`config.mk`:
```
export PLATFORM = sky130hd
export DESIGN_NAME = parity_frame_gen
export DESIGN_NICKNAME = d
export VERILOG_FILES = /design/src/rtl/parity_frame_gen.sv
export SDC_FILE = /design/constraint.sdc
export NUM_CORES = 1
export LEC_CHECK = 0
export BUFFER_PORTS_ARGS = -buffer_cell sky130_fd_sc_hd__buf_2
export CELL_PAD_IN_SITES_DETAIL_PLACEMENT = 0
export CELL_PAD_IN_SITES_GLOBAL_PLACEMENT = 1
export CORE_UTILIZATION = 40
export CTS_CLUSTER_DIAMETER = 150
export DETAILED_ROUTE_END_ITERATION = 10
export GPL_ROUTABILITY_DRIVEN = 1
export HOLD_SLACK_MARGIN = 0.05
export PLACE_DENSITY = 0.91
export SYNTH_ARGS = -nofsm -noshare
export SYNTH_HDL_FRONTEND = slang
export SYNTH_SLANG_ARGS = --single-unit
```
`constraint.sdc`:
```
create_clock -name clk -period 5.8 [get_ports clk]
set_input_delay 1.16 -clock clk [delete_from_list [all_inputs] [get_ports clk]]
set_output_delay 1.16 -clock clk [all_outputs]
set_load 0.02 [all_outputs]
```
`src/rtl/parity_frame_gen.sv`:
```
// parity_frame_gen
// Streaming parity generator. Folds the parity of every word of a frame
// (delimited by inLast, or force-closed after MAX_WORDS words) into a single
// bit and presents parity, word count and an overflow flag on a valid/ready
// result port. One bubble cycle per frame while the result is handed off.
module parity_frame_gen #(
  parameter int WIDTH     = 8,
  parameter int MAX_WORDS = 16,
  localparam int CW       = $clog2(MAX_WORDS + 1)
) (
  input  logic             clk,
  input  logic             rst,
  input  logic             oddMode,
  input  logic [WIDTH-1:0] inData,
  input  logic             inValid,
  input  logic             inLast,
  output logic             inReady,
  output logic             outParity,
  output logic [CW-1:0]    outCount,
  output logic             outError,
  output logic             outValid,
  input  logic             outReady
);

  typedef enum logic {RUN = 1'b0, HOLD = 1'b1} state_t;

  state_t        state, state_nxt;
  logic          acc;
  logic [CW-1:0] cnt;
  logic          mode_reg;

  logic          accept;
  logic          word_par;
  logic          frame_mode;
  logic          max_hit;
  logic          closing;
  logic          release_res;

  // inReady depends on state only, so no combinational input-to-output path.
  assign inReady = (state == RUN) & ~rst;

  // Frame bookkeeping decodes and next-state selection.
  always_comb begin
    accept      = inValid & inReady;
    word_par    = ^inData;
    // The mode register is only loaded on the first word, so that word uses
    // the live pin value.
    frame_mode  = (cnt == '0) ? oddMode : mode_reg;
    max_hit     = (cnt == CW'(MAX_WORDS - 1));
    closing     = inLast | max_hit;
    release_res = outValid & outReady;
    state_nxt   = state;
    case (state)
      RUN:     if (accept && closing) state_nxt = HOLD;
      HOLD:    if (release_res)       state_nxt = RUN;
      default: state_nxt = RUN;
    endcase
  end

  // State register.
  always_ff @(posedge clk or posedge rst) begin
    if (rst) state <= RUN;
    else     state <= state_nxt;
  end

  // Parity accumulation, result capture and result hand-off.
  always_ff @(posedge clk or posedge rst) begin
    if (rst) begin
      acc       <= 1'b0;
      cnt       <= '0;
      mode_reg  <= 1'b0;
      outValid  <= 1'b0;
      outParity <= 1'b0;
      outCount  <= '0;
      outError  <= 1'b0;
    end else begin
      if (accept) begin
        if (cnt == '0) mode_reg <= oddMode;
        if (closing) begin
          outParity <= acc ^ word_par ^ frame_mode;
          outCount  <= cnt + CW'(1);
          outError  <= ~inLast;
          outValid  <= 1'b1;
        end else begin
          acc <= acc ^ word_par;
          cnt <= cnt + CW'(1);
        end
      end
      // Partial state is cleared only once the consumer has the result.
      if (state == HOLD && release_res) begin
        outValid <= 1'b0;
        acc      <= 1'b0;
        cnt      <= '0;
      end
    end
  end

endmodule

```
==> results of run 1 <==
## layout by cell type, fill, tap and decap left out, types with 2 or more instances in the layout
cell	netlist	final
a21oi_1	2	2
and3_1	2	2
buf_2	0	22
clkbuf_4	0	3
dfrtp_1	16	16
ha_1	3	3
inv_1	5	5
mux2i_1	3	3
nand2_1	12	12
nand2b_1	2	2
nand3_1	4	4
nor2_1	4	4
o21ai_0	8	8
xnor2_1	5	5
xor2_1	2	2
## layer usage
layer  global-route usage, %  up-vias  wire length (um)
met5                       0        -                 0
met4                   5.000        0                 0
met3                   2.264        0                68
met2                   26.22       18               735
met1                   19.18      299               693
li1                        -      333                 -
## path summary, 6_finish.rpt
path	startpoint	endpoint	slack (ns)
worst max-delay path	rst	inReady	3.12
worst min-delay path	outCount[4]	outCount[4]	0.49
worst max register to register	cnt[0]	cnt[3]	3.75
worst min register to register	outCount[4]	outCount[4]	0.49
max in group asynchronous	rst	outCount[2]	4.44
min in group asynchronous	rst	outError	0.96
## power by group through the flow
stage / Combinational (mW) / Clock [mW] / Sequential, mW
2_1_floorplan: 0.118 / 0 / 0.213
3_3_place_gp: 0.192 / 0 / 0.188
3_5_place_dp: 0.195 / 0 / 0.191
4_1_cts: 0.197 / 0.0744 / 0.189
5_1_grt: 0.215 / 0.0789 / 0.195
6_report: 0.192 / 0.0727 / 0.188
## kinds of logic (layout without fill, tap and decap cells)
family | count (synthesis) | after routing
buffers and inverters | 5 | 31
XOR/XNOR | 9 | 9
AND/OR/NAND/NOR | 28 | 28
AO/OA/AOI/OAI | 16 | 16
adder cells (fa/ha/maj) | 3 | 3
multiplexers | 4 | 4
flip-flops | 16 | 16
## synthesized netlist by cell type
cell | instances | area [um2]
o21ai_1 | 1 | 5.000
and3_1 | 2 | 12.51
o21ai_0 | 8 | 40.04
nor4b_1 | 1 | 8.760
dfrtp_1 | 16 | 400.4
o2bb2ai_1 | 1 | 8.760
nor2_1 | 4 | 15.01
nand3_1 | 4 | 20.02
nand2b_1 | 2 | 12.51
nor3b_2 | 1 | 12.51
nand2_1 | 12 | 45.04
mux2i_1 | 3 | 30.03
xor2_1 | 2 | 17.52
ha_1 | 3 | 37.54
a31o_2 | 1 | 8.760
or3b_2 | 1 | 8.760
or3_1 | 1 | 6.260
xnor3_2 | 1 | 23.77
inv_1 | 5 | 18.77
mux2_4 | 1 | 15.01
a21oi_1 | 2 | 10.01
xnor3_1 | 1 | 22.52
xnor2_1 | 5 | 43.79
a31oi_1 | 1 | 6.260
o31ai_1 | 1 | 7.510
o21a_1 | 1 | 7.510
## critical path: stages
cell and delay [ns]:
buf_2 0.12, nor2_1 0.08, buf_2 0.16
## final cells by class
class,count,area [um2],share of cell area (%)
well taps,27,33.78,3.297
multi-input cells,60,425.4,41.51
clock buffers,4,36.28,3.541
repair buffers,22,110.1,10.74
inverters,5,18.77,1.832
flip-flops and latches,16,400.4,39.07
## per-stage QoR
| step | total power [mW] | hold WS [ns] |
|---|---|---|
| finish | 0.4524 | 0.4858 |
| global route | 0.4894 | 0.5346 |
| CTS | 0.4595 | 0.4897 |
| detailed placement | 0.3859 | 0.4571 |
| global placement | 0.3798 | 0.4568 |
| floorplan | 0.3308 | 0.4483 |
==> summary.md, run 1 <==
| Metric | Value |
|---|---|
| Status | `finished clean` |
| Logic pwr share | `between 40% and 50%` |
| Area after DPL | `between 900 and 1000 um2` |
| GP Congestion | `~0.8` |
| Syn Area/Cell | `10.43 um2` |
| Initial Utilization | `between 40 and 50%` |
| Worst EP required | `4.64 ns` |
| Crit path time final | `2.684 ns` |
| Pint | `0.2856 mW` |
| Largest regs | `cnt (5), outCount (5)` |
| Worst-Margin Slew | `~0.60 ns` |
| Post-synthesis cell area | `between 800 and 900 um2` |
| Worst-path clk slew | `0.10 ns` |
| Post-CTS setup repair buffer count | `0` |
| CTS buffer count | `3` |
| Vias in the first global route | `approximately 610` |
| Dpl ws | `slightly above 3 ns` |
| CTS sink cnt | `16` |
| Adder-Cell Fraction of Synth Area | `under 10%` |
| Simple-gate share of the synthesized area | `between 10% and 20%` |
| Port buffer count | `22` |
| TritonCTS clock tree | `built` |
| Placed insts | `130` |
| Hold_buf cts | `0` |
| Highest Clock Rate | `~370 MHz` |
| Final setup fails | `0` |
| Filler cells | `between 150 and 200` |
| # rows | `16` |
| Critical path data arrival time | `about 1.5 ns` |
| FF+latch count, synth | `16` |
| Area growth syn-to-layout | `21.33%` |
| DRC | `0` |
| Clock Path Buffers | `2` |
| Worst Path Max Fanout | `4` |
| Pwr Density | `441.5 nW/um2` |
| # IOs | `23` |
| YS warnings | `0` |
| RSZ-0062 raised after global routing | `no` |
| Largest family of logic cells by synthesized area | `simple AND/OR/NAND/NOR gates` |
| Final core occ | `51.70%` |
| Final Worst Setup Slack | `around 3.1 ns` |
| Max Cap Violations | `0` |
| First-pass GRT wire length | `approximately 2400 um` |
| Post-Synth XOR/XNOR Area | `12.74%` |
| Die width | `47.95 um` |
| Post-synthesis sequential area ratio | `between 40% and 50%` |
| CORE AREA | `1982 um2` |
| H-tree Lvls | `1` |
| Initial antenna violation count | `0` |
| Crit. End Element | `output port` |
| DRT iter0 DRCs | `8` |
| Setup TNS | `0 ns` |
| Detailed Route WL | `around 1500 um` |
| VDD IR max | `roughly 0.25 mV` |
| Resize count post-CTS | `0` |
| Grt ovf | `0` |
| Slew HR | `60.07%` |
| Syn nets | `98` |
| WL/cell | `11.16 um` |
| Switching Share | `between 30% and 40%` |
| Startpoint Class | `input pin` |
| Ant diodes | `0` |
| Total Nets Final | `between 100 and 150` |
| Fin crit share | `46.28%` |
| Mux share of post-synthesis cell area | `under 10%` |
| Worst Hold Class | `reg2reg` |
| Setup CP Type | `in2out` |
| Net Switching | `approximately 0.17 mW` |
| Hold Vio Cnt, Final | `0` |
| Routed Antenna Nets | `0` |
| Synth Area in Compound Gates | `roughly 11%` |
| Non-Filler Instances | `~130` |
| Die H | `47.95 um` |
| Cell count of the worst reg-to-reg path | `7` |
| DP Wirelength | `between 1000 and 1500 um` |
| Sequential share of power | `41.5%` |
| Synth cell types | `26` |
| Root buf cell | `clkbuf_4` |
| Max-slew violations | `0` |
| Share of cells above drive strength 1 | `just under 30%` |
| Gate Count Post-Synth | `a little over 80` |
| Worst Skew | `roughly 0.007 ns` |
| Largest net degree at the start of global routing | `17` |
| Leak | `between 0.5 and 0.6 nW` |
| Via-to-Cell Ratio | `~4.9` |
| Vias | `650` |
| Worst hold path depth | `2` |
| Pre-antenna DRT Iters | `3` |
| GR Util All Layers | `15.09%` |
| Worst-skew pair later-pin latency | `about 0.28 ns` |
| Die area | `between 2000 and 2500 um2` |
| Finished Cell Area | `between 1000 and 1500 um2` |
| Clk network pwr share | `between 10% and 20%` |
Note: power is estimated with default switching activity, not from simulation.
==> inputs of run 2 (changes only) <==
--- a/config.mk
+++ b/config.mk
@@ -8,12 +8,12 @@
 export BUFFER_PORTS_ARGS = -buffer_cell sky130_fd_sc_hd__buf_2
 export CELL_PAD_IN_SITES_DETAIL_PLACEMENT = 0
 export CELL_PAD_IN_SITES_GLOBAL_PLACEMENT = 1
-export CORE_UTILIZATION = 40
+export CORE_UTILIZATION = 34
 export CTS_CLUSTER_DIAMETER = 150
 export DETAILED_ROUTE_END_ITERATION = 10
 export GPL_ROUTABILITY_DRIVEN = 1
 export HOLD_SLACK_MARGIN = 0.05
-export PLACE_DENSITY = 0.91
+export PLACE_DENSITY = 0.83
 export SYNTH_ARGS = -nofsm -noshare
 export SYNTH_HDL_FRONTEND = slang
 export SYNTH_SLANG_ARGS = --single-unit
==> constraint.sdc (replaced) <==
create_clock -name clk -period 2.4 [get_ports clk]
set_input_delay 0.48 -clock clk [delete_from_list [all_inputs] [get_ports clk]]
set_output_delay 0.48 -clock clk [all_outputs]
set_load 0.02 [all_outputs]
==> run 2 against run 1 <==
Effect of this change:
- sequential cell count unchanged
- final cell count up 0.75%
- final area up 0.12%
- worst hold slack worse by 0.21 ns
- clock power up 150%
- critical path type is now reg2reg
==> summary.md, run 2 (synthesized netlist as in run 1, its figures left out) <==
| Metric | Value |
|---|---|
| Met3 Usage GRT | `2.632% (+0.37 points)` |
| Commonest non-fill, non-tap cell in the layout | `buf_2` |
| Highest Clock Rate | `between 400 and 500 MHz` |
| CP Cell Sequence | `ha_1 -> and3_1 -> ha_1 -> nor2_1 -> nand2_1 -> or3_1 -> o21ai_0` |
| Largest net degree at the start of global routing | `17 (unchanged)` |
| Hold_buf cts | `0 (unchanged)` |
| Worst-Margin Slew | `0.5921 ns (-0.006215 ns)` |
| Status | `finished clean` |
| Initial Utilization | `37.11% (-5.5 points)` |
| Initial antenna violation count | `0 (unchanged)` |
| CTS buffer count | `3 (unchanged)` |
| Grt ovf | `0 (unchanged)` |
| Worst-skew pair later-pin latency | `0.29 ns (about the same)` |
| H-tree Lvls | `1 (unchanged)` |
| Crit. End Element | `flop` |
| Filler cells | `243 (+30%)` |
| Setup TNS | `0 ns (unchanged)` |
| Reg-to-reg endpoint | `cnt[3]` |
| CORE AREA | `2276 um2 (+15%)` |
| Slowest stage cell, crit path | `dfrtp_1` |
| Share of cells above drive strength 1 | `28.97% (unchanged)` |
| Routed Antenna Nets | `0 (unchanged)` |
| GR Util All Layers | `14.08% (-1.0 points)` |
| Critical path data arrival time | `2.28 ns (+0.76 ns)` |
| Hold Vio Cnt, Final | `0 (unchanged)` |
| # rows | `17 (+1)` |
| Worst-path clk slew | `0.09 ns (about the same)` |
| Flop-to-flop setup slack | `0.34 ns (-3.41 ns)` |
| Vias | `672 (+3.4%)` |
| Worst setup startpoint | `cnt[0]` |
| DRT iter0 DRCs | `17 (+9)` |
| Ant diodes | `0 (unchanged)` |
| Fin crit share | `between 80 and 90%` |
| CP max stage delay | `0.43 ns (+0.27 ns)` |
| Pre-antenna DRT Iters | `4 (+1)` |
| Setup CP Type | `reg2reg` |
| Die width | `51.84 um (+8.1%)` |
| DRC | `0 (unchanged)` |
| Vias in the first global route | `632 (+4.1%)` |
| CTS sink cnt | `16 (unchanged)` |
| Clock Path Buffers | `2 (unchanged)` |
| Startpoint Class | `flop` |
| Area after DPL | `989.7 um2 (+0.13%)` |
| Worst Hold Class | `in2async` |
| Area growth syn-to-layout | `21.48%` |
| RSZ-0062 raised after global routing | `no` |
| DP Wirelength | `1266 um (+6.1%)` |
| Via-to-Cell Ratio | `4.978 (+2.6%)` |
| Largest regs | `cnt (5), outCount (5)` |
| Die H | `51.84 um (+8.1%)` |
| Crit path time final | `approximately 2.1 ns` |
| Crit-path leading delay family | `simple AND/OR/NAND/NOR gates` |
| CP Buf/Inv Count | `0 (-2)` |
| CP Depth | `7 (+4)` |
| Die area | `2687 um2 (+17%)` |
| Leak | `0.5248 nW (unchanged)` |
| Worst R2R Start | `cnt[0]` |
| Detailed Route WL | `1629 um (+8.9%)` |
| Port buffer count | `22 (unchanged)` |
| Max-slew violations | `0 (unchanged)` |
| # IOs | `23 (unchanged)` |
| Global routing's busiest layer | `met2` |
| GR Util met1 | `18.03% (-1.2 points)` |
| Most frequent cells in the layout | `buf_2, dfrtp_1, nand2_1, o21ai_0` |
| Total Nets Final | `125 (unchanged)` |
| Worst Path Max Fanout | `8 (+4)` |
| TritonCTS clock tree | `built` |
| Cell count of the worst reg-to-reg path | `7 (unchanged)` |
| Slew HR | `60.48% (+0.41 points)` |
| VDD IR max | `0.5589 mV (+120%)` |
| First-pass GRT wire length | `2739 um (+15%)` |
| Worst EP required | `2.61 ns (-2.03 ns)` |
| Resize count post-CTS | `0 (unchanged)` |
| Worst Skew | `0.002051 ns (-0.004930 ns)` |
| Final setup fails | `0 (unchanged)` |
| Post-CTS setup repair buffer count | `0 (unchanged)` |
| Cell mode on critical path | `ha_1` |
| Max Cap Violations | `0 (unchanged)` |
| Root buf cell | `clkbuf_4` |
| Pwr Density | `1081 nW/um2 (+140%)` |
| Routing usage on met2 | `22.65% (-3.6 points)` |
| Finished Cell Area | `1026 um2 (+0.12%)` |
| Critical path endpoint | `cnt[3]` |
| WL/cell | `12.07 um (+8.1%)` |
| GP Congestion | `0.7800 (-1.1%)` |
-- run 2: cell counts in the layout (fill, tap and decap cells not counted) --
Identical to the previous run, type by type.
-- run 2: power breakdown --
| part | switching, mW | total, mW | internal (mW) |
|---|---|---|---|
| Combinational | 0.249 | 0.475 | 0.226 |
| Sequential | 0.0804 | 0.455 | 0.374 |
| Clock | 0.0873 | 0.180 | 0.0925 |
-- run 2: final cells by class --
| class | instances | area (um2) | area share, % |
|---|---|---|---|
| inverters | 5 | 18.77 | 1.829 |
| well taps | 28 | 35.03 | 3.415 |
| clock buffers | 4 | 36.28 | 3.537 |
| multi-input cells | 60 | 425.4 | 41.46 |
| repair buffers | 22 | 110.1 | 10.73 |
| flip-flops and latches | 16 | 400.4 | 39.02 |
-- run 2: metrics by stage --
step | instances | setup WS (ns) | total power [mW] | util, % | hold WS (ns)
after floorplan | 81 | 0.5590 | 0.7995 | - | 0.3937
after global placement | 131 | 0.4644 | 0.9287 | 43.49 | 0.4554
after detailed placement | 131 | 0.3660 | 0.9384 | 43.49 | 0.4642
after CTS | 135 | 0.3334 | 1.123 | 45.08 | 0.2858
after global routing | 135 | 0.1706 | 1.195 | 45.08 | 0.3301
final | 135 | 0.3364 | 1.109 | 45.08 | 0.2723
-- run 2: worst min-delay path by stage --
stage                  end  depth (start not counted)  slack, ns        start
3_3_place_gp   outCount[1]                          2       0.46  outCount[1]
5_1_grt              state                          2       0.33          rst
3_5_place_dp   outCount[1]                          2       0.46  outCount[1]
2_1_floorplan          acc                          1       0.39          rst
6_report             state                          2       0.27          rst
4_1_cts              state                          2       0.29          rst
-- run 2: routing by layer --
metal | vias up | routed length, um
met3 | 4 | 85
met4 | 0 | 27
met1 | 313 | 781
li1 | 332 | -
met2 | 23 | 734
met5 | - | 0
-- run 2: worst reg2reg max path, delay by kind of cell, from the launching register on --
family | cells | cell delay, ns
and+or+nand+nor | 4 | 1.03
DFF | 1 | 0.43
AOI/OAI and AO/OA | 1 | 0.07
adders and majority gates | 2 | 0.47
